`config.mk`:
```
export PLATFORM = sky130hd
export DESIGN_NAME = interrupt_controller_flat
export DESIGN_NICKNAME = d
export VERILOG_FILES = /design/src/rtl/interrupt_controller_if.sv /design/src/rtl/interrupt_controller.sv /design/src/flat_wrapper.sv
export SDC_FILE = /design/constraint.sdc
export NUM_CORES = 1
export LEC_CHECK = 0
export ABC_AREA = 1
export BUFFER_PORTS_ARGS = -buffer_cell sky130_fd_sc_hd__buf_2
export CORE_ASPECT_RATIO = 0.8
export CORE_UTILIZATION = 54
export DETAILED_ROUTE_END_ITERATION = 6
export HOLD_SLACK_MARGIN = 0.06
export PLACE_DENSITY = 0.85
export SYNTH_ARGS = -nofsm -noshare
export SYNTH_HDL_FRONTEND = slang
export SYNTH_SLANG_ARGS = --single-unit
```
`constraint.sdc`:
```
create_clock -name clk -period 2.8 [get_ports clk]
set_input_delay 0.28 -clock clk [delete_from_list [all_inputs] [get_ports clk]]
set_output_delay 0.28 -clock clk [all_outputs]
set_load 0.05 [all_outputs]
```
`src/rtl/interrupt_controller_if.sv`:
```
`default_nettype none
// +----------------------------------------------------------------------------+
// | Module  : interrupt_controller_if                                          |
// | Brief   : Ex-stage memory bus snooped by the interrupt controller.         |
// | Revision: 1.0                                                              |
// +----------------------------------------------------------------------------+
interface interrupt_controller_if;
  logic [15:0] Aaddr;
  logic [1:0]  ExMemControl;
  logic [15:0] ExCalResult;
  logic [15:0] readData;
  logic        readHit;

  modport master (
    output Aaddr, ExMemControl, ExCalResult,
    input  readData, readHit
  );

  modport slave (
    input  Aaddr, ExMemControl, ExCalResult,
    output readData, readHit
  );
endinterface
`default_nettype wire

```
`src/rtl/interrupt_controller.sv`:
```
`default_nettype none
// +----------------------------------------------------------------------------+
// | Module  : interrupt_controller                                             |
// | Brief   : Edge-latched, maskable, fixed-priority interrupt dispatcher with  |
// |           memory-mapped mask/status registers. Optional periodic timer     |
// |           source enabled by INTERRUPT_CONTROLLER_TIMER_EN.                 |
// | Revision: 1.0                                                              |
// +----------------------------------------------------------------------------+
module interrupt_controller #(
  parameter int          NSRC        = 4,
  parameter logic [3:0]  INDEX_BASE  = 4'd8,
  parameter logic [15:0] MASK_ADDR   = 16'hBF10,
  parameter logic [15:0] STATUS_ADDR = 16'hBF11,
  parameter int          HOLDOFF     = 8
) (
  input  logic                clk,
  input  logic                rst,
  input  logic [NSRC-1:0]     irqIn,
  interrupt_controller_if.slave bus,
  output logic                hardwareInterruptSignal,
  output logic [3:0]          hardwareInterruptIndex
);

  localparam logic [1:0] c_MEM_READ  = 2'b01;
  localparam logic [1:0] c_MEM_WRITE = 2'b10;

`ifdef INTERRUPT_CONTROLLER_TIMER_EN
  localparam logic [15:0] c_TIMER_ADDR = 16'hBF12;
  localparam int          c_NBITS      = NSRC + 1;
`else
  localparam int          c_NBITS      = NSRC;
`endif
  // Implemented pending/mask bits; everything above reads 0 and ignores writes.
  localparam logic [15:0] c_VALID = 16'((17'h1 << c_NBITS) - 17'h1);

  typedef enum logic [1:0] {
    S_IDLE  = 2'd0,
    S_PULSE = 2'd1,
    S_HOLD  = 2'd2
  } stateType;

  stateType          r_state;
  logic [NSRC-1:0]   r_sync1;
  logic [NSRC-1:0]   r_sync2;
  logic [NSRC-1:0]   r_syncPrev;
  logic [15:0]       r_pending;
  logic [15:0]       r_mask;
  logic [7:0]        r_holdCnt;
  logic              r_sig;
  logic [3:0]        r_idx;

  logic              w_wrMask;
  logic              w_wrStatus;
  logic              w_rd;
  logic [15:0]       w_setBits;
  logic [15:0]       w_eligible;
  logic              w_selFound;
  logic [3:0]        w_selNum;
  logic [15:0]       w_dispClr;
  logic [15:0]       w_w1cBits;

  assign w_wrMask   = (bus.ExMemControl == c_MEM_WRITE) && (bus.Aaddr == MASK_ADDR);
  assign w_wrStatus = (bus.ExMemControl == c_MEM_WRITE) && (bus.Aaddr == STATUS_ADDR);
  assign w_rd       = (bus.ExMemControl == c_MEM_READ);

  always_ff @(posedge clk or negedge rst) begin
    if (!rst) begin
      r_sync1    <= '0;
      r_sync2    <= '0;
      r_syncPrev <= '0;
    end else begin
      r_sync1    <= irqIn;
      r_sync2    <= r_sync1;
      r_syncPrev <= r_sync2;
    end
  end

`ifdef INTERRUPT_CONTROLLER_TIMER_EN
  logic [15:0] r_period;
  logic [15:0] r_count;
  logic        w_wrTimer;
  logic        w_timerTick;

  assign w_wrTimer   = (bus.ExMemControl == c_MEM_WRITE) && (bus.Aaddr == c_TIMER_ADDR);
  assign w_timerTick = (r_period != 16'h0) && (r_count == 16'h1);

  // Reload on reaching 1 so a period of N yields a tick every N cycles.
  always_ff @(posedge clk or negedge rst) begin
    if (!rst) begin
      r_period <= 16'h0;
      r_count  <= 16'h0;
    end else if (w_wrTimer) begin
      r_period <= bus.ExCalResult;
      r_count  <= bus.ExCalResult;
    end else if (r_period != 16'h0) begin
      r_count <= (r_count <= 16'h1) ? r_period : r_count - 16'h1;
    end
  end
`endif

  always_comb begin
    w_setBits = 16'(r_sync2 & ~r_syncPrev);
`ifdef INTERRUPT_CONTROLLER_TIMER_EN
    w_setBits[NSRC] = w_timerTick;
`endif
  end

  assign w_eligible = r_pending & ~r_mask;

  // Scan downwards so the lowest-numbered eligible source wins.
  always_comb begin
    w_selFound = 1'b0;
    w_selNum   = 4'h0;
    for (int i = 15; i >= 0; i--) begin
      if (w_eligible[i]) begin
        w_selFound = 1'b1;
        w_selNum   = 4'(i);
      end
    end
  end

  assign w_dispClr = ((r_state == S_IDLE) && w_selFound) ? (16'h1 << w_selNum) : 16'h0;
  assign w_w1cBits = w_wrStatus ? bus.ExCalResult : 16'h0;

  // New edges are OR-ed in last so they survive a same-cycle clear.
  always_ff @(posedge clk or negedge rst) begin
    if (!rst) begin
      r_pending <= 16'h0;
      r_mask    <= 16'h0;
    end else begin
      r_pending <= ((r_pending & ~w_dispClr & ~w_w1cBits) | w_setBits) & c_VALID;
      if (w_wrMask) begin
        r_mask <= bus.ExCalResult & c_VALID;
      end
    end
  end

  always_ff @(posedge clk or negedge rst) begin
    if (!rst) begin
      r_state   <= S_IDLE;
      r_sig     <= 1'b0;
      r_idx     <= 4'h0;
      r_holdCnt <= 8'h0;
    end else begin
      case (r_state)
        S_IDLE: begin
          if (w_selFound) begin
            r_sig   <= 1'b1;
            r_idx   <= INDEX_BASE + w_selNum;
            r_state <= S_PULSE;
          end
        end
        S_PULSE: begin
          r_sig     <= 1'b0;
          r_holdCnt <= 8'(HOLDOFF);
          r_state   <= S_HOLD;
        end
        S_HOLD: begin
          r_holdCnt <= r_holdCnt - 8'h1;
          if (r_holdCnt <= 8'h1) begin
            r_state <= S_IDLE;
          end
        end
        default: begin
          r_sig   <= 1'b0;
          r_state <= S_IDLE;
        end
      endcase
    end
  end

  assign hardwareInterruptSignal = r_sig;
  assign hardwareInterruptIndex  = r_idx;

  always_comb begin
    bus.readHit  = 1'b0;
    bus.readData = 16'h0;
    if (w_rd) begin
      if (bus.Aaddr == MASK_ADDR) begin
        bus.readHit  = 1'b1;
        bus.readData = r_mask;
      end else if (bus.Aaddr == STATUS_ADDR) begin
        bus.readHit  = 1'b1;
        bus.readData = r_pending;
      end
`ifdef INTERRUPT_CONTROLLER_TIMER_EN
      else if (bus.Aaddr == c_TIMER_ADDR) begin
        bus.readHit  = 1'b1;
        bus.readData = r_period;
      end
`endif
    end
  end

endmodule
`default_nettype wire

```
`src/flat_wrapper.sv`:
```
// flat-port wrapper written by rule: the top's interface ports become plain ports
module interrupt_controller_flat 
#(
  parameter int          NSRC        = 4,
  parameter logic [3:0]  INDEX_BASE  = 4'd8,
  parameter logic [15:0] MASK_ADDR   = 16'hBF10,
  parameter logic [15:0] STATUS_ADDR = 16'hBF11,
  parameter int          HOLDOFF     = 8
)
  (clk, rst, irqIn, hardwareInterruptSignal, hardwareInterruptIndex, bus_Aaddr, bus_ExMemControl, bus_ExCalResult, bus_readData, bus_readHit);
  interrupt_controller_if bus_i ();
  input  logic clk;
  input  logic rst;
  input  logic [NSRC-1:0] irqIn;
  output logic hardwareInterruptSignal;
  output logic [3:0] hardwareInterruptIndex;
  input wire logic [$bits(bus_i.Aaddr)-1:0] bus_Aaddr;
  input wire logic [$bits(bus_i.ExMemControl)-1:0] bus_ExMemControl;
  input wire logic [$bits(bus_i.ExCalResult)-1:0] bus_ExCalResult;
  output wire logic [$bits(bus_i.readData)-1:0] bus_readData;
  output wire logic [$bits(bus_i.readHit)-1:0] bus_readHit;
  assign bus_i.Aaddr = bus_Aaddr;
  assign bus_i.ExMemControl = bus_ExMemControl;
  assign bus_i.ExCalResult = bus_ExCalResult;
  assign bus_readData = bus_i.readData;
  assign bus_readHit = bus_i.readHit;
  interrupt_controller #(.NSRC(NSRC), .INDEX_BASE(INDEX_BASE), .MASK_ADDR(MASK_ADDR), .STATUS_ADDR(STATUS_ADDR), .HOLDOFF(HOLDOFF)) u_core (.clk(clk), .rst(rst), .irqIn(irqIn), .bus(bus_i), .hardwareInterruptSignal(hardwareInterruptSignal), .hardwareInterruptIndex(hardwareInterruptIndex));
endmodule
```
# After elaboration in Yosys (flattened, before gate mapping)
# Index checks and enable logic that the tools add are counted.
# totals
out_inout_bits	22
memories	0
latch_bits	0
ff_bits	35
rom_bits	0
ramBits	0
input_bits	40
# classes
eq_ne	8
n_mul	0
magnitude_cmp	1
div_mod_pow	0
shifts	1
bitwise_logic	10
reduce_logical	8
muxes	46
n_addsub	2
# op_table
operator	n
$mux W4	19
$eq A16 B16 Y1 const B	2
$mux W16	2
$mux W1	20
$and A4 B16 Y16	1
$not A4 Y16	1
$pmux W8 S2	1
$and A4 B4 Y4	3
$not A4 Y4	3
$le A8 B1 Y1 const B	1
$sub A8 B1 Y8 const B	1
$pmux W2 S3	1
$reduce_and A2 Y1	3
$add A4 B4 Y4 const A	1
$eq A2 B1 Y1 const B	2
$eq A2 B2 Y1 const B	2
$mux W2	2
$ne A2 B1 Y1 const B	2
$or A4 B4 Y4	1
$shl A1 B4 Y4 const A	1
$logic_and A1 B1 Y1	3
$logic_not A2 Y1	1
$pmux W1 S2	1
$reduce_bool A2 Y1	1
$not A1 Y1	1

# Depth between registers and ports, before layout
# Gate-level depths: netlist of run 1.
# logic_depth
depth_word	24
ltp_mapped	9

# Least setup slack after synthesis of run 1
# No wires, ideal clock.
# synth_path
path_kind	input to output
start	in bus_Aaddr[5]
end	out bus_readData[0]
setup_slack_ns	0.916
required_ns	2.520
n_path_buf	0
stages	7
t_arrival_ns	1.604
cell_sequence	inv_2 -> nand2_1 -> nor2_2 -> nand2_1 -> nor2_4 -> nand3_1 -> a21oi_1
# synth_via
elab_chain_len	4
word_cells_on_any_way	5
# synth_lines
item	line_no	rtl
start, declared	flat_wrapper.sv:17	input wire logic [$bits(bus_i.Aaddr)-1:0] bus_Aaddr;
$eq A16 B16 Y1	interrupt_controller.sv:182	end else if (bus.Aaddr == STATUS_ADDR) begin
$mux W4	interrupt_controller.sv:182	
$mux W16 *	interrupt_controller.sv:179	if (bus.Aaddr == MASK_ADDR) begin
$mux W16 *	interrupt_controller.sv:178	if (w_rd) begin
end, declared	flat_wrapper.sv:20	output wire logic [$bits(bus_i.readData)-1:0] bus_readData;
# Every way passes the cells marked *; elsewhere a longest branch is shown, timed or not.

# Worst setup path in the final report of run 1
# layout_path
start	in bus_Aaddr[5]
end	out bus_readData[3]
# Same word-level chain as after synthesis.

==> results of run 1 <==
-- power by group --
group	total (mW)	switching, mW	internal [mW]
Clock	0.375	0.178	0.197
Sequential	0.600	0.0413	0.558
Combinational	0.530	0.349	0.181
-- logic make-up after synthesis --
group | Yosys count
compound gates | 18
xor+xnor | 1
fa+ha+maj | 5
buf+inv | 55
flops | 34
other cells | 1
simple gates | 124
-- registers in the layout, summed over array words and instances (netlist names) --
register and flops:
u_core.r_state 2, u_core.r_pending 4, u_core.hardwareInterruptSignal 1, u_core.r_mask 4, u_core.r_sync2 4, u_core.r_holdCnt 8, u_core.r_syncPrev 4, u_core.hardwareInterruptIndex 3
u_core.r_sync1 4
-- synth_stat cells, types with 2 or more instances --
library cell and count:
nand2_1 58, inv_1 39, dfrtp_1 34, nor2_1 28
nand3_1 16, buf_4 13, a21oi_1 6, nand4_1 6
o21ai_1 6, ha_1 5, nor2_2 4, o21ai_0 4
nand2_2 3, nor2_4 2
-- metal layers --
layer	up-vias	GRT usage, %	wire (um)
met5	-	0	0
met4	0	10.42	60
met3	9	6.667	210
met2	48	34.32	1456
met1	681	23.82	1483
li1	792	-	-
-- worst max-delay path: stages --
cell	delay [ps]
buf_2	100
inv_2	40
nand2_1	50
nor2_2	190
nand2_1	120
nor2_4	140
nand3_1	90
a21oi_1	140
buf_2	280
-- worst max path at each step --
stage | to | cells past startpoint
global placement | bus_readData[2] | 9
finish | bus_readData[3] | 9
CTS | bus_readData[3] | 9
detailed placement | bus_readData[3] | 9
global route | bus_readData[2] | 9
floorplan | bus_readData[0] | 7
-- layout make-up --
cell class	instances	area share (%)
clock buffers	6	3.848
clock inverters	2	0.5831
inverters	41	7.172
multi-input cells	161	38.02
flip-flops and latches	34	39.65
well taps	40	2.332
repair buffers	36	8.397
==> report_table.html, run 1 <==
<table>
<tr><th>Metric</th><th>Value</th></tr>
<tr><th colspan="2">Timing</th></tr>
<tr><td>Final hold slack</td><td>~47 ps</td></tr>
<tr><td>Hold Violations, Final</td><td>0</td></tr>
<tr><td>Final-layout setup total negative slack</td><td>0 ps</td></tr>
<tr><td>Relative slew margins</td><td>around 52%</td></tr>
<tr><td>Crit path setup slack, layout</td><td>~1100 ps</td></tr>
<tr><td>Final slew viol count</td><td>0</td></tr>
<tr><td>Skew final</td><td>~4.5 ps</td></tr>
<tr><td>Number of endpoints failing setup at the final stage</td><td>0</td></tr>
<tr><td>Slew at the pin with the worst max-slew slack</td><td>a little over 700 ps</td></tr>
<tr><td>Min Tclk post-route</td><td>1715 ps</td></tr>
<tr><td>Post-route fraction of the period consumed by the critical path</td><td>about 60%</td></tr>
<tr><td>RSZ-0062 raised after global routing</td><td>no</td></tr>
<tr><td>Achievable frequency</td><td>~580 MHz</td></tr>
<tr><th colspan="2">Power</th></tr>
<tr><td>Pwr per Cell Area</td><td>~700 nW/um^2</td></tr>
<tr><td>Leakage power of the design</td><td>~1.2 nW</td></tr>
<tr><td>Tot Pwr</td><td>~1.5 mW</td></tr>
<tr><td>Largest voltage drop on the vdd net</td><td>around 0.67 mV</td></tr>
<tr><th colspan="2">Final layout</th></tr>
<tr><td>Filler Cells Inserted</td><td>roughly 260</td></tr>
<tr><td>Layout overhead on the synthesized area</td><td>14.33%</td></tr>
<tr><td>Layout Cell Area excl Fill</td><td>about 2100 um^2</td></tr>
<tr><td>Net total in the final layout</td><td>between 300 and 400</td></tr>
<tr><td>Final Non-Filler Cells</td><td>320</td></tr>
<tr><td>Most used cells in the layout excluding fill and tap cells</td><td>58 x nand2_1, 39 x inv_1, 36 x buf_2</td></tr>
<tr><td>Final design utilization</td><td>around two thirds</td></tr>
<tr><td>Seq. cell area</td><td>around 850 um^2</td></tr>
<tr><td>Count of antenna diodes in the layout</td><td>0</td></tr>
<tr><td>Share of post-route cells with drive strength above 1</td><td>about a fifth</td></tr>
<tr><td>Multi-input combinational cell area</td><td>between 800 and 900 um^2</td></tr>
<tr><td>Most common cell after layout, fill and taps aside</td><td>nand2_1</td></tr>
<tr><th colspan="2">Critical path</th></tr>
<tr><td>Length in cells of the worst reg-to-reg path</td><td>7</td></tr>
<tr><td>Critical Path Fanout Max</td><td>5</td></tr>
<tr><td>Endpoint kind of the worst setup timing path</td><td>primary output</td></tr>
<tr><td>Required time of the critical path</td><td>about 2500 ps</td></tr>
<tr><td>Worst reg2reg endpoint</td><td>u_core.r_holdCnt[6]$_DFFE_PN0P_</td></tr>
<tr><td>Critical Path Start Type</td><td>primary input</td></tr>
<tr><td>Setup slack of the worst register-to-register path</td><td>approximately 1300 ps</td></tr>
<tr><td>Data arrival time at the worst-slack endpoint</td><td>around 1400 ps</td></tr>
<tr><td>Kind of critical path</td><td>primary input to primary output</td></tr>
<tr><td>Reg2reg start</td><td>u_core.r_state[1]$_DFFE_PN0P_</td></tr>
<tr><td>Critical path launch point</td><td>bus_Aaddr[5]</td></tr>
<tr><th colspan="2">Logic synthesis</th></tr>
<tr><td>Number of distinct library cells after synthesis</td><td>28</td></tr>
<tr><td>Post-synthesis mux area share</td><td>0%</td></tr>
<tr><td>Fraction of the mapped netlist area in adder cells</td><td>under 10%</td></tr>
<tr><td>XOR/XNOR share of the synthesized area</td><td>less than 1%</td></tr>
<tr><td>Share of the synthesized area in the top cell type</td><td>~45%</td></tr>
<tr><td>Share of synthesized cell area in and, or, nand and nor gates</td><td>a little under a third</td></tr>
<tr><td>Cell Area, Synth</td><td>~1900 um^2</td></tr>
<tr><td>Leading area contributor after synthesis</td><td>dfrtp_1</td></tr>
<tr><td>Combinational family with the most area after synthesis</td><td>simple AND/OR/NAND/NOR gates</td></tr>
<tr><td>Sequential fraction of the synthesis area</td><td>approximately 45%</td></tr>
<tr><td>Share of async-settable or async-resettable flops after synthesis</td><td>100.0%</td></tr>
<tr><td>Number of standard cells after synthesis</td><td>between 200 and 250</td></tr>
<tr><td>Top area cells in the synthesized netlist</td><td>dfrtp_1 45%, nand2_1 12%, inv_1 7.8%</td></tr>
<tr><td>Number of enable-type register cells in the synthesized netlist</td><td>0</td></tr>
<tr><td>Most frequently used flop master after synthesis</td><td>dfrtp_1</td></tr>
<tr><td>Compound-gate portion of the synthesized area</td><td>under 10%</td></tr>
<tr><td>Number of synthesized register bits</td><td>34</td></tr>
<tr><td>Warning count from the yosys run</td><td>0</td></tr>
<tr><td>Avg Cell Area, Syn</td><td>about 8 um^2</td></tr>
<tr><th colspan="2">GRT</th></tr>
<tr><td>All-layer global routing usage</td><td>approximately a fifth</td></tr>
<tr><td>Antenna violations before repair</td><td>0</td></tr>
<tr><td>Global-route wire length before repair</td><td>approximately 5400 um</td></tr>
<tr><td>Final global-route overflow total</td><td>0</td></tr>
<tr><td>Maximum number of pins on one net before global-route repair</td><td>35</td></tr>
<tr><td>Via count of the first global-routing pass</td><td>1360</td></tr>
<tr><th colspan="2">Place</th></tr>
<tr><td>Post-place instance area</td><td>a little over 2000 um^2</td></tr>
<tr><td>Global placement routability congestion</td><td>approximately 0.86</td></tr>
<tr><td>Count of buffers inserted at the top-level ports</td><td>36</td></tr>
<tr><td>Post-Place Worst Slack</td><td>1091 ps</td></tr>
<tr><td>Total half-perimeter wirelength after legalization and detailed placement</td><td>between 2000 and 2500 um</td></tr>
<tr><td>Placed Cells incl. Taps</td><td>about 310</td></tr>
<tr><th colspan="2">Clock tree</th></tr>
<tr><td>Post-CTS Setup Repair Bufs</td><td>0</td></tr>
<tr><td># H-tree levels</td><td>2</td></tr>
<tr><td>Clk sink count</td><td>34</td></tr>
<tr><td>Cts-stage hold buffer count</td><td>0</td></tr>
<tr><td>CTS tree</td><td>built</td></tr>
<tr><td>Number of buffers inserted during clock tree synthesis</td><td>5</td></tr>
<tr><td>Clock slew seen by the registers of the worst setup and hold paths</td><td>70 ps</td></tr>
<tr><td># resized after CTS</td><td>0</td></tr>
<tr><td>Root cell of the clock tree</td><td>clkbuf_8</td></tr>
<tr><td>Buffers from clock root to sink, at most</td><td>2</td></tr>
<tr><td>Clock latency of the later-clocked register in the worst-skew pair</td><td>a little under 300 ps</td></tr>
<tr><th colspan="2">Run status</th></tr>
<tr><td>Result of the run</td><td>completed</td></tr>
<tr><th colspan="2">Drt</th></tr>
<tr><td>Total number of vias</td><td>roughly 1500</td></tr>
<tr><td>First-iteration detailed-routing DRC count</td><td>63</td></tr>
<tr><td>Wire length reported by the detailed router</td><td>roughly 3200 um</td></tr>
<tr><td>Number of optimization iterations in the first detailed-route pass</td><td>4</td></tr>
<tr><td>Final routed DRC violation total</td><td>0</td></tr>
<tr><td>Post-DR vias/cell</td><td>approximately 4.8</td></tr>
<tr><td>Post-detailed-route count of antenna-violating nets</td><td>0</td></tr>
<tr><td>Wire per inst</td><td>about 10 um</td></tr>
<tr><th colspan="2">Floorplanning</th></tr>
<tr><td>Area of the die</td><td>3717 um^2</td></tr>
<tr><td>Overall die height</td><td>54.73 um</td></tr>
<tr><td>Initial standard-cell utilization of the core</td><td>between 50% and 60%</td></tr>
<tr><td>Row Count</td><td>18</td></tr>
<tr><td>X dimension of the die</td><td>~68 um</td></tr>
<tr><td>Number of top-level pins</td><td>62</td></tr>
<tr><td>Area inside the core boundary</td><td>roughly 3200 um^2</td></tr>
<tr><th colspan="2">Run</th></tr>
<tr><td>Maximum Capacitance Violations</td><td>0</td></tr>
<tr><th colspan="2">Worst hold path</th></tr>
<tr><td>Kind of path behind the tightest hold check</td><td>primary input to asynchronous set/reset pin</td></tr>
</table>
No activity file was read; power rests on OpenSTA's default activity.
==> run 2, diff against run 1 <==
--- a/config.mk
+++ b/config.mk
@@ -8,10 +8,10 @@
 export ABC_AREA = 1
 export BUFFER_PORTS_ARGS = -buffer_cell sky130_fd_sc_hd__buf_2
 export CORE_ASPECT_RATIO = 0.8
-export CORE_UTILIZATION = 54
+export CORE_UTILIZATION = 45
 export DETAILED_ROUTE_END_ITERATION = 6
 export HOLD_SLACK_MARGIN = 0.06
-export PLACE_DENSITY = 0.85
+export PLACE_DENSITY = 0.75
 export SYNTH_ARGS = -nofsm -noshare
 export SYNTH_HDL_FRONTEND = slang
 export SYNTH_SLANG_ARGS = --single-unit
==> constraint.sdc (replaced) <==
create_clock -name clk -period 1.5 [get_ports clk]
set_input_delay 0.15 -clock clk [delete_from_list [all_inputs] [get_ports clk]]
set_output_delay 0.15 -clock clk [all_outputs]
set_load 0.05 [all_outputs]
==> run 2 against run 1 <==
Wire length grew 3.0%; clock power grew 120%; largest cell class unchanged; final area grew 8.2%; setup slack lost 1000 ps; critical path depth shrank 4; sequential share of layout area shrank 3.0 points; clock skew shrank 1.7 ps.
==> report_table.html, run 2 (synthesis results as in run 1) <==
<table>
<tr><th>Metric</th><th>Value</th></tr>
<tr><th colspan="2">Final layout</th></tr>
<tr><td>Count of antenna diodes in the layout</td><td>0 (unchanged)</td></tr>
<tr><td>Share of post-route cells with drive strength above 1</td><td>24.74% (was 21.07%)</td></tr>
<tr><td>Most used cells in the layout excluding fill and tap cells</td><td>58 x nand2_1, 39 x inv_1, 34 x dfrtp_1 (was 58 x nand2_1, 39 x inv_1, 36 x buf_2)</td></tr>
<tr><td>Layout overhead on the synthesized area</td><td>23.67% (was 14.33%)</td></tr>
<tr><td>Net total in the final layout</td><td>335 (was 324)</td></tr>
<tr><td>Most common cell after layout, fill and taps aside</td><td>nand2_1 (unchanged)</td></tr>
<tr><td>Layout Cell Area excl Fill</td><td>2321 um^2 (was 2146 um^2)</td></tr>
<tr><td>Max FFs per register</td><td>8 (unchanged)</td></tr>
<tr><td>Register bank with the most flops</td><td>u_core.r_holdCnt (unchanged)</td></tr>
<tr><th colspan="2">Run</th></tr>
<tr><td>Maximum Capacitance Violations</td><td>0 (unchanged)</td></tr>
<tr><th colspan="2">Drt</th></tr>
<tr><td>First-iteration detailed-routing DRC count</td><td>94 (was 63)</td></tr>
<tr><td>Post-DR vias/cell</td><td>4.390 (was 4.781)</td></tr>
<tr><td>Wire length reported by the detailed router</td><td>3305 um (was 3210 um)</td></tr>
<tr><td>Total number of vias</td><td>1519 (was 1530)</td></tr>
<tr><td>Wire per inst</td><td>9.552 um (was 10.03 um)</td></tr>
<tr><td>Post-detailed-route count of antenna-violating nets</td><td>0 (unchanged)</td></tr>
<tr><td>Number of optimization iterations in the first detailed-route pass</td><td>4 (unchanged)</td></tr>
<tr><td>Final routed DRC violation total</td><td>0 (unchanged)</td></tr>
<tr><th colspan="2">GRT</th></tr>
<tr><td>Antenna violations before repair</td><td>0 (unchanged)</td></tr>
<tr><td>GRT met3 Usage</td><td>5.734% (was 6.667%)</td></tr>
<tr><td>Maximum number of pins on one net before global-route repair</td><td>35 (unchanged)</td></tr>
<tr><td>Global-route wire length before repair</td><td>5809 um (was 5388 um)</td></tr>
<tr><td>All-layer global routing usage</td><td>17.59% (was 20.52%)</td></tr>
<tr><td>Final global-route overflow total</td><td>0 (unchanged)</td></tr>
<tr><td>Via count of the first global-routing pass</td><td>1370 (was 1360)</td></tr>
<tr><td>Met1 track demand over resource</td><td>24.03% (was 23.82%)</td></tr>
<tr><td>Met2 Usage GRT</td><td>26.10% (was 34.32%)</td></tr>
<tr><td>Busiest metal layer after global routing</td><td>met2 (unchanged)</td></tr>
<tr><th colspan="2">Timing</th></tr>
<tr><td>Post-route fraction of the period consumed by the critical path</td><td>94.04%</td></tr>
<tr><td>Final hold slack</td><td>108.9 ps (was 47.26 ps)</td></tr>
<tr><td>Final slew viol count</td><td>0 (unchanged)</td></tr>
<tr><td>Number of endpoints failing setup at the final stage</td><td>0 (unchanged)</td></tr>
<tr><td>Achievable frequency</td><td>between 700 and 800 MHz</td></tr>
<tr><td>Crit path setup slack, layout</td><td>89.34 ps (was 1085 ps)</td></tr>
<tr><td>Hold Violations, Final</td><td>0 (unchanged)</td></tr>
<tr><td>Min Tclk post-route</td><td>between 1000 and 1500 ps</td></tr>
<tr><td>RSZ-0062 raised after global routing</td><td>yes (was no)</td></tr>
<tr><td>Skew final</td><td>2.777 ps (was 4.507 ps)</td></tr>
<tr><th colspan="2">Floorplanning</th></tr>
<tr><td>X dimension of the die</td><td>74.21 um (was 67.91 um)</td></tr>
<tr><td>Row Count</td><td>20 (was 18)</td></tr>
<tr><td>Area inside the core boundary</td><td>3904 um^2 (was 3198 um^2)</td></tr>
<tr><td>Area of the die</td><td>4434 um^2 (was 3717 um^2)</td></tr>
<tr><td>Initial standard-cell utilization of the core</td><td>48.08% (was 58.69%)</td></tr>
<tr><td>Overall die height</td><td>59.76 um (was 54.73 um)</td></tr>
<tr><td>Number of top-level pins</td><td>62 (unchanged)</td></tr>
<tr><th colspan="2">Clock tree</th></tr>
<tr><td>Buffers from clock root to sink, at most</td><td>2 (unchanged)</td></tr>
<tr><td>Clock latency of the later-clocked register in the worst-skew pair</td><td>280 ps (was 290 ps)</td></tr>
<tr><td>Root cell of the clock tree</td><td>clkbuf_8 (unchanged)</td></tr>
<tr><td>Number of buffers inserted during clock tree synthesis</td><td>5 (unchanged)</td></tr>
<tr><td># H-tree levels</td><td>2 (unchanged)</td></tr>
<tr><td>Clk sink count</td><td>34 (unchanged)</td></tr>
<tr><td>Clock slew seen by the registers of the worst setup and hold paths</td><td>70 ps (about the same)</td></tr>
<tr><td>CTS tree</td><td>built (unchanged)</td></tr>
<tr><th colspan="2">Place</th></tr>
<tr><td>Post-Place Worst Slack</td><td>32.40 ps (was 1091 ps)</td></tr>
<tr><td>Total half-perimeter wirelength after legalization and detailed placement</td><td>2543 um (was 2376 um)</td></tr>
<tr><td>Post-place instance area</td><td>2125 um^2 (was 2051 um^2)</td></tr>
<tr><td>Global placement routability congestion</td><td>0.8043 (was 0.8604)</td></tr>
<tr><td>Count of buffers inserted at the top-level ports</td><td>36 (unchanged)</td></tr>
<tr><th colspan="2">Critical path</th></tr>
<tr><td>Critical Path Start Type</td><td>flip-flop (was primary input)</td></tr>
<tr><td>Kind of critical path</td><td>flip-flop to primary output (was primary input to primary output)</td></tr>
<tr><td>Cell breakdown of the critical path</td><td>inv_1 &gt; nor2_1 &gt; nand3_1 &gt; a21oi_2 &gt; clkbuf_4 (was buf_2 &gt; inv_2 &gt; nand2_1 &gt; nor2_2 &gt; nand2_1 &gt; nor2_4 &gt; nand3_1 &gt; a21oi_1 &gt; buf_2)</td></tr>
<tr><td>Endpoint kind of the worst setup timing path</td><td>primary output (unchanged)</td></tr>
<tr><td>Critical Path Fanout Max</td><td>3 (was 5)</td></tr>
<tr><td>Maximum cell stage delay along the critical path</td><td>350 ps (was 280 ps)</td></tr>
<tr><td>Required time of the critical path</td><td>1350 ps (was 2520 ps)</td></tr>
<tr><td>Slowest stage cell on the critical path</td><td>dfrtp_1 (was buf_2)</td></tr>
<tr><td>Data arrival time at the worst-slack endpoint</td><td>1260 ps (was 1430 ps)</td></tr>
<tr><th colspan="2">Power</th></tr>
<tr><td>Sequential share of power</td><td>36.8% (was 39.8%)</td></tr>
<tr><td>Internal Pwr Total</td><td>1.939 mW (was 936.9 uW)</td></tr>
<tr><td>Portion of total power attributed to combinational logic</td><td>35.7% (was 35.2%)</td></tr>
<tr><td>Switching pwr</td><td>1.100 mW (was 568.3 uW)</td></tr>
<tr><td>Clock power frac</td><td>27.5% (was 24.9%)</td></tr>
<tr><td>Pwr per Cell Area</td><td>1309 nW/um^2 (was 701.4 nW/um^2)</td></tr>
<tr><td>Fraction of power spent switching nets</td><td>36.19% (was 37.76%)</td></tr>
<tr><td>Leakage power of the design</td><td>1.262 nW (was 1.209 nW)</td></tr>
<tr><td>Largest voltage drop on the vdd net</td><td>0.9099 mV (was 0.6679 mV)</td></tr>
<tr><th colspan="2">Run status</th></tr>
<tr><td>Result of the run</td><td>completed (unchanged)</td></tr>
<tr><th colspan="2">Worst hold path</th></tr>
<tr><td>Kind of path behind the tightest hold check</td><td>primary input to flip-flop (was primary input to asynchronous set/reset pin)</td></tr>
</table>
-- run 2: path summary, 6_finish.rpt --
check | start | end | slack [ps] | depth (start not counted)
max | u_core.r_pending[3]$_DFF_PN0_ | bus_readData[3] | 90 | 5
min in group asynchronous | rst | u_core.r_holdCnt[3]$_DFFE_PN0P_ | 420 | 3
min reg2reg | u_core.r_sync1[0]$_DFF_PN0_ | u_core.r_sync2[0]$_DFF_PN0_ | 350 | 0
min | bus_ExCalResult[0] | u_core.r_mask[0]$_DFFE_PN0P_ | 110 | 3
max in group asynchronous | rst | u_core.r_mask[2]$_DFFE_PN0P_ | 790 | 3
max reg2reg | u_core.r_state[0]$_DFFE_PN0P_ | u_core.r_holdCnt[6]$_DFFE_PN0P_ | 110 | 7
-- run 2: critical path: cells and delay by family (launching register included) --
kind	cells	cell delay, ps
AOI/OAI and AO/OA	1	120
buffers and inverters	2	310
DFF	1	350
and+or+nand+nor	2	200
-- run 2: area by class of cell --
class                      instances  area (um^2)
sequential                        34        850.8
clock inverter                     3        45.04
multi-input combinational        161        848.3
inverter                          41        153.9
fill                             351         1583
timing repair buffer              47        285.3
clock buffer                       5        68.82
tap                               55        68.82
-- run 2: per-stage QoR --
stage	utilization (%)	power, mW	TNS (ps)	cells
after floorplan	-	1.941	0	250
after global placement	54.42	2.144	0	332
after CTS	58.62	3.013	0	345
after global routing	59.46	3.265	-17.94	346
final	59.46	3.038	0	346
after detailed placement	54.42	2.160	0	332
-- run 2: routing by layer --
| metal | vias to the layer above | share of wire (%) |
|---|---|---|
| met3 | 6 | 2.9 |
| met1 | 672 | 51 |
| li1 | 814 | - |
| met2 | 27 | 45 |
| met4 | 0 | 1.2 |
| met5 | - | 0 |
-- run 2: power by group through the flow --
| stage | Clock, mW | Combinational [mW] | Sequential, mW |
|---|---|---|---|
| after global placement | 0 | 1.01 | 1.13 |
| after CTS | 0.854 | 1.04 | 1.12 |
| final | 0.834 | 1.08 | 1.12 |
| after floorplan | 0 | 0.782 | 1.16 |
| after global routing | 0.892 | 1.24 | 1.13 |
| after detailed placement | 0 | 1.02 | 1.14 |
-- run 2: what timing repair did --
action                                  CTS  global route
hold buffers                              5             0
gates resized for setup                   0             9
endpoints found under the setup margin    0             8
buffers inserted                          0             1
hold endpoints to repair                 38             0
==> run 3, diff against run 2 <==
--- a/config.mk
+++ b/config.mk
@@ -5,10 +5,9 @@
 export SDC_FILE = /design/constraint.sdc
 export NUM_CORES = 1
 export LEC_CHECK = 0
-export ABC_AREA = 1
 export BUFFER_PORTS_ARGS = -buffer_cell sky130_fd_sc_hd__buf_2
 export CORE_ASPECT_RATIO = 0.8
-export CORE_UTILIZATION = 45
+export CORE_UTILIZATION = 44
 export DETAILED_ROUTE_END_ITERATION = 6
 export HOLD_SLACK_MARGIN = 0.06
 export PLACE_DENSITY = 0.75
==> run 3 against run 2 <==
The run now ends with design-rule violations, negative setup slack left; global-route usage grew 1.1 points; clock-buffer cell count grew 1; power shrank 39%; die area shrank 7.6%; synthesized cell count shrank 33%; sequential share of layout area grew 0.30 points; wire length shrank 1.2%.
==> report_table.html, run 3 <==
<table>
<tr><th>Metric</th><th>Value</th></tr>
<tr><th colspan="2">Floorplanning</th></tr>
<tr><td>Overall die height</td><td>57.46 um (was 59.76 um)</td></tr>
<tr><td>Row Count</td><td>19 (was 20)</td></tr>
<tr><td>Initial standard-cell utilization of the core</td><td>47.76% (was 48.08%)</td></tr>
<tr><td>Number of top-level pins</td><td>62 (unchanged)</td></tr>
<tr><td>Area inside the core boundary</td><td>3542 um^2 (was 3904 um^2)</td></tr>
<tr><td>Area of the die</td><td>4098 um^2 (was 4434 um^2)</td></tr>
<tr><td>X dimension of the die</td><td>71.33 um (was 74.21 um)</td></tr>
<tr><th colspan="2">Critical path</th></tr>
<tr><td>Critical Path Fanout Max</td><td>5 (was 3)</td></tr>
<tr><td>Kind of critical path</td><td>primary input to primary output (was flip-flop to primary output)</td></tr>
<tr><td>Required time of the critical path</td><td>1350 ps (about the same)</td></tr>
<tr><td>Data arrival time at the worst-slack endpoint</td><td>1490 ps (was 1260 ps)</td></tr>
<tr><td>Endpoint kind of the worst setup timing path</td><td>primary output (unchanged)</td></tr>
<tr><td>Setup slack of the worst register-to-register path</td><td>10 ps (was 110 ps)</td></tr>
<tr><td>Critical Path Start Type</td><td>primary input (was flip-flop)</td></tr>
<tr><th colspan="2">Timing</th></tr>
<tr><td>Crit path setup slack, layout</td><td>-139.6 ps (was 89.34 ps)</td></tr>
<tr><td>Achievable frequency</td><td>609.9 MHz (was 708.9 MHz)</td></tr>
<tr><td>Post-route fraction of the period consumed by the critical path</td><td>109.3% (was 94.04%)</td></tr>
<tr><td>Skew final</td><td>5.881 ps (was 2.777 ps)</td></tr>
<tr><td>Final-layout setup total negative slack</td><td>-628.0 ps (was 0 ps)</td></tr>
<tr><td>Min Tclk post-route</td><td>1640 ps (was 1411 ps)</td></tr>
<tr><td>RSZ-0062 raised after global routing</td><td>yes (unchanged)</td></tr>
<tr><td>Hold Violations, Final</td><td>0 (unchanged)</td></tr>
<tr><td>Final slew viol count</td><td>0 (unchanged)</td></tr>
<tr><td>Number of endpoints failing setup at the final stage</td><td>5 (was 0)</td></tr>
<tr><th colspan="2">Power</th></tr>
<tr><td>Clock power frac</td><td>38.2% (was 27.5%)</td></tr>
<tr><td>Largest voltage drop on the vdd net</td><td>0.7872 mV (was 0.9099 mV)</td></tr>
<tr><td>Internal Pwr Total</td><td>1.364 mW (was 1.939 mW)</td></tr>
<tr><td>Switching pwr</td><td>486.8 uW (was 1.100 mW)</td></tr>
<tr><td>Leakage power of the design</td><td>1.143 nW (was 1.262 nW)</td></tr>
<tr><td>Pwr per Cell Area</td><td>804.1 nW/um^2 (was 1309 nW/um^2)</td></tr>
<tr><td>Tot Pwr</td><td>1.851 mW (was 3.038 mW)</td></tr>
<tr><td>Fraction of power spent switching nets</td><td>26.30% (was 36.19%)</td></tr>
<tr><td>Portion of total power attributed to combinational logic</td><td>10.7% (was 35.7%)</td></tr>
<tr><td>Sequential share of power</td><td>51.1% (was 36.8%)</td></tr>
<tr><th colspan="2">Run</th></tr>
<tr><td>Maximum Capacitance Violations</td><td>0 (unchanged)</td></tr>
<tr><th colspan="2">Final layout</th></tr>
<tr><td>Filler Cells Inserted</td><td>292 (was 351)</td></tr>
<tr><td>Most used cells in the layout excluding fill and tap cells</td><td>34 x dfrtp_1, 29 x buf_2, 18 x buf_4 (was 58 x nand2_1, 39 x inv_1, 34 x dfrtp_1)</td></tr>
<tr><td>Final design utilization</td><td>64.99% (was 59.46%)</td></tr>
<tr><td>Max FFs per register</td><td>8 (unchanged)</td></tr>
<tr><td>Layout overhead on the synthesized area</td><td>36.09% (was 23.67%)</td></tr>
<tr><td>Final Non-Filler Cells</td><td>265 (was 346)</td></tr>
<tr><td>Most common cell after layout, fill and taps aside</td><td>dfrtp_1 (was nand2_1)</td></tr>
<tr><td>Register bank with the most flops</td><td>u_core.r_holdCnt (unchanged)</td></tr>
<tr><td>Count of antenna diodes in the layout</td><td>0 (unchanged)</td></tr>
<tr><td>Net total in the final layout</td><td>267 (was 335)</td></tr>
<tr><td>Share of post-route cells with drive strength above 1</td><td>40.36% (was 24.74%)</td></tr>
<tr><th colspan="2">Place</th></tr>
<tr><td>Post-Place Worst Slack</td><td>-223.0 ps (was 32.40 ps)</td></tr>
<tr><td>Total half-perimeter wirelength after legalization and detailed placement</td><td>2286 um (was 2543 um)</td></tr>
<tr><td>Global placement routability congestion</td><td>0.7816 (was 0.8043)</td></tr>
<tr><td>Count of buffers inserted at the top-level ports</td><td>36 (unchanged)</td></tr>
<tr><td>Placed Cells incl. Taps</td><td>246 (was 332)</td></tr>
<tr><th colspan="2">Drt</th></tr>
<tr><td>Post-DR vias/cell</td><td>4.981 (was 4.390)</td></tr>
<tr><td>Post-detailed-route count of antenna-violating nets</td><td>0 (unchanged)</td></tr>
<tr><td>Wire length reported by the detailed router</td><td>3265 um (was 3305 um)</td></tr>
<tr><td>First-iteration detailed-routing DRC count</td><td>66 (was 94)</td></tr>
<tr><td>Final routed DRC violation total</td><td>4 (was 0)</td></tr>
<tr><td>Number of optimization iterations in the first detailed-route pass</td><td>7 (was 4)</td></tr>
<tr><td>Total number of vias</td><td>1320 (was 1519)</td></tr>
<tr><td>Wire per inst</td><td>12.32 um (was 9.552 um)</td></tr>
<tr><th colspan="2">Clock tree</th></tr>
<tr><td>Buffers from clock root to sink, at most</td><td>2 (unchanged)</td></tr>
<tr><td>Clk sink count</td><td>34 (unchanged)</td></tr>
<tr><td>CTS tree</td><td>built (unchanged)</td></tr>
<tr><td>Clock latency of the later-clocked register in the worst-skew pair</td><td>290 ps (was 280 ps)</td></tr>
<tr><td># H-tree levels</td><td>2 (unchanged)</td></tr>
<tr><td>Root cell of the clock tree</td><td>clkbuf_8 (unchanged)</td></tr>
<tr><td>Number of buffers inserted during clock tree synthesis</td><td>5 (unchanged)</td></tr>
<tr><td>Clock slew seen by the registers of the worst setup and hold paths</td><td>70 ps (about the same)</td></tr>
<tr><th colspan="2">Logic synthesis</th></tr>
<tr><td>Sequential fraction of the synthesis area</td><td>50.30% (was 45.33%)</td></tr>
<tr><td>Leading area contributor after synthesis</td><td>dfrtp_1 (unchanged)</td></tr>
<tr><td>Top area cells in the synthesized netlist</td><td>dfrtp_1 50%, buf_4 5.8%, ha_1 3.7% (was dfrtp_1 45%, nand2_1 12%, inv_1 7.8%)</td></tr>
<tr><td>Warning count from the yosys run</td><td>0 (unchanged)</td></tr>
<tr><td>Share of async-settable or async-resettable flops after synthesis</td><td>100.0% (unchanged)</td></tr>
<tr><td>Share of the synthesized area in the top cell type</td><td>50.30% (was 45.33%)</td></tr>
<tr><td>Number of synthesized register bits</td><td>34 (unchanged)</td></tr>
<tr><td>Number of enable-type register cells in the synthesized netlist</td><td>0 (unchanged)</td></tr>
<tr><td>Most frequently used flop master after synthesis</td><td>dfrtp_1 (unchanged)</td></tr>
<tr><td>Number of standard cells after synthesis</td><td>160 (was 238)</td></tr>
<tr><td>Most numerous cell in the Yosys netlist</td><td>dfrtp_1 (was nand2_1)</td></tr>
<tr><td>Avg Cell Area, Syn</td><td>10.57 um^2 (was 7.886 um^2)</td></tr>
<tr><td>Cell Area, Synth</td><td>1692 um^2 (was 1877 um^2)</td></tr>
<tr><td>Number of distinct library cells after synthesis</td><td>37 (was 28)</td></tr>
<tr><td>Commonest cells in the synthesized netlist</td><td>34 x dfrtp_1, 13 x buf_4, 12 x inv_1, 12 x nor2_1 (was 58 x nand2_1, 39 x inv_1, 34 x dfrtp_1)</td></tr>
<tr><th colspan="2">GRT</th></tr>
<tr><td>Antenna violations before repair</td><td>0 (unchanged)</td></tr>
<tr><td>Final global-route overflow total</td><td>0 (unchanged)</td></tr>
<tr><td>All-layer global routing usage</td><td>18.72% (was 17.59%)</td></tr>
<tr><td>Via count of the first global-routing pass</td><td>1322 (was 1370)</td></tr>
<tr><td>Maximum number of pins on one net before global-route repair</td><td>35 (unchanged)</td></tr>
<tr><td>Global-route wire length before repair</td><td>5740 um (was 5809 um)</td></tr>
<tr><th colspan="2">Run status</th></tr>
<tr><td>Violations in the final reports</td><td>design-rule violations, negative setup slack</td></tr>
<tr><td>Result of the run</td><td>complete, but fails checks (was completed)</td></tr>
<tr><th colspan="2">Worst hold path</th></tr>
<tr><td>Kind of path behind the tightest hold check</td><td>primary input to flip-flop (unchanged)</td></tr>
</table>
==> run 3: area by class of cell <==
class / instances / area (um^2) / area share, %
well taps: 42 / 52.55 / 2.283
inverters: 12 / 48.80 / 2.120
multi-input cells: 109 / 823.3 / 35.76
repair buffers: 60 / 431.7 / 18.75
flip-flops and latches: 34 / 850.8 / 36.96
clock inverters: 2 / 12.51 / 0.5435
clock buffers: 6 / 82.58 / 3.587
==> run 3: worst paths after layout <==
path | start | cells past startpoint | endpoint
hold / removal | bus_ExCalResult[0] | 2 | u_core.r_mask[0]$_DFFE_PN0P_
setup / recovery | bus_Aaddr[7] | 6 | bus_readData[1]
max in group asynchronous | rst | 3 | u_core.r_mask[0]$_DFFE_PN0P_
hold reg to reg | u_core.r_sync1[0]$_DFF_PN0_ | 0 | u_core.r_sync2[0]$_DFF_PN0_
min in group asynchronous | rst | 3 | u_core.r_sync1[2]$_DFF_PN0_
setup reg to reg | u_core.r_holdCnt[1]$_DFFE_PN0P_ | 6 | u_core.r_state[1]$_DFFE_PN0P_
==> run 3: what timing repair did <==
action,4_1_cts,5_1_grt
resized for setup,18,11
hold buffers,5,0
cloned,0,0
setup endpoints to repair,6,13
pin swaps,8,7
hold endpoints to repair,38,0
setup buffers,6,3
==> run 3: logic make-up (layout without fill, tap and decap cells) <==
group | after synthesis | after routing | synth area share [%]
and+or+nand+nor | 54 | 54 | 18.64
DFF | 34 | 34 | 50.30
buffers and inverters | 29 | 80 | 9.319
AOI/OAI and AO/OA | 22 | 22 | 7.915
muxes | 11 | 11 | 7.840
adders and majority gates | 5 | 5 | 3.698
xor gates and xnor gates | 4 | 4 | 2.071
other | 1 | 13 | 0.2217
==> run 3: worst max-delay path, stage by stage <==
cell and delay, ps:
buf_6 100, nor4_4 280, nand4_1 170, or3b_4 510, nor2_4 130, buf_8 150
==> run 3: metal layers <==
| metal | track usage [%] | wire (um) |
|---|---|---|
| met1 | 23.59 | 1556 |
| met2 | 30.61 | 1522 |
| met3 | 5.830 | 154 |
| met4 | 6.857 | 31 |
| met5 | 0 | 0 |
==> run 3: stage by stage <==
stage	area [um^2]	hold WS [ps]
global placement	2008	203.1
finish	2302	110.1
global route	2302	107.7
detailed placement	2008	204.0
floorplan	1792	-145.6
CTS	2270	94.45
==> run 3: power groups by stage <==
stage                     Combinational [mW]  Sequential [mW]  Clock, mW
after floorplan                        0.128            0.972          0
after global placement                 0.180            0.962          0
after detailed placement               0.182            0.964          0
after CTS                              0.197            0.946      0.737
after global routing                   0.213            0.948      0.764
final                                  0.198            0.946      0.708
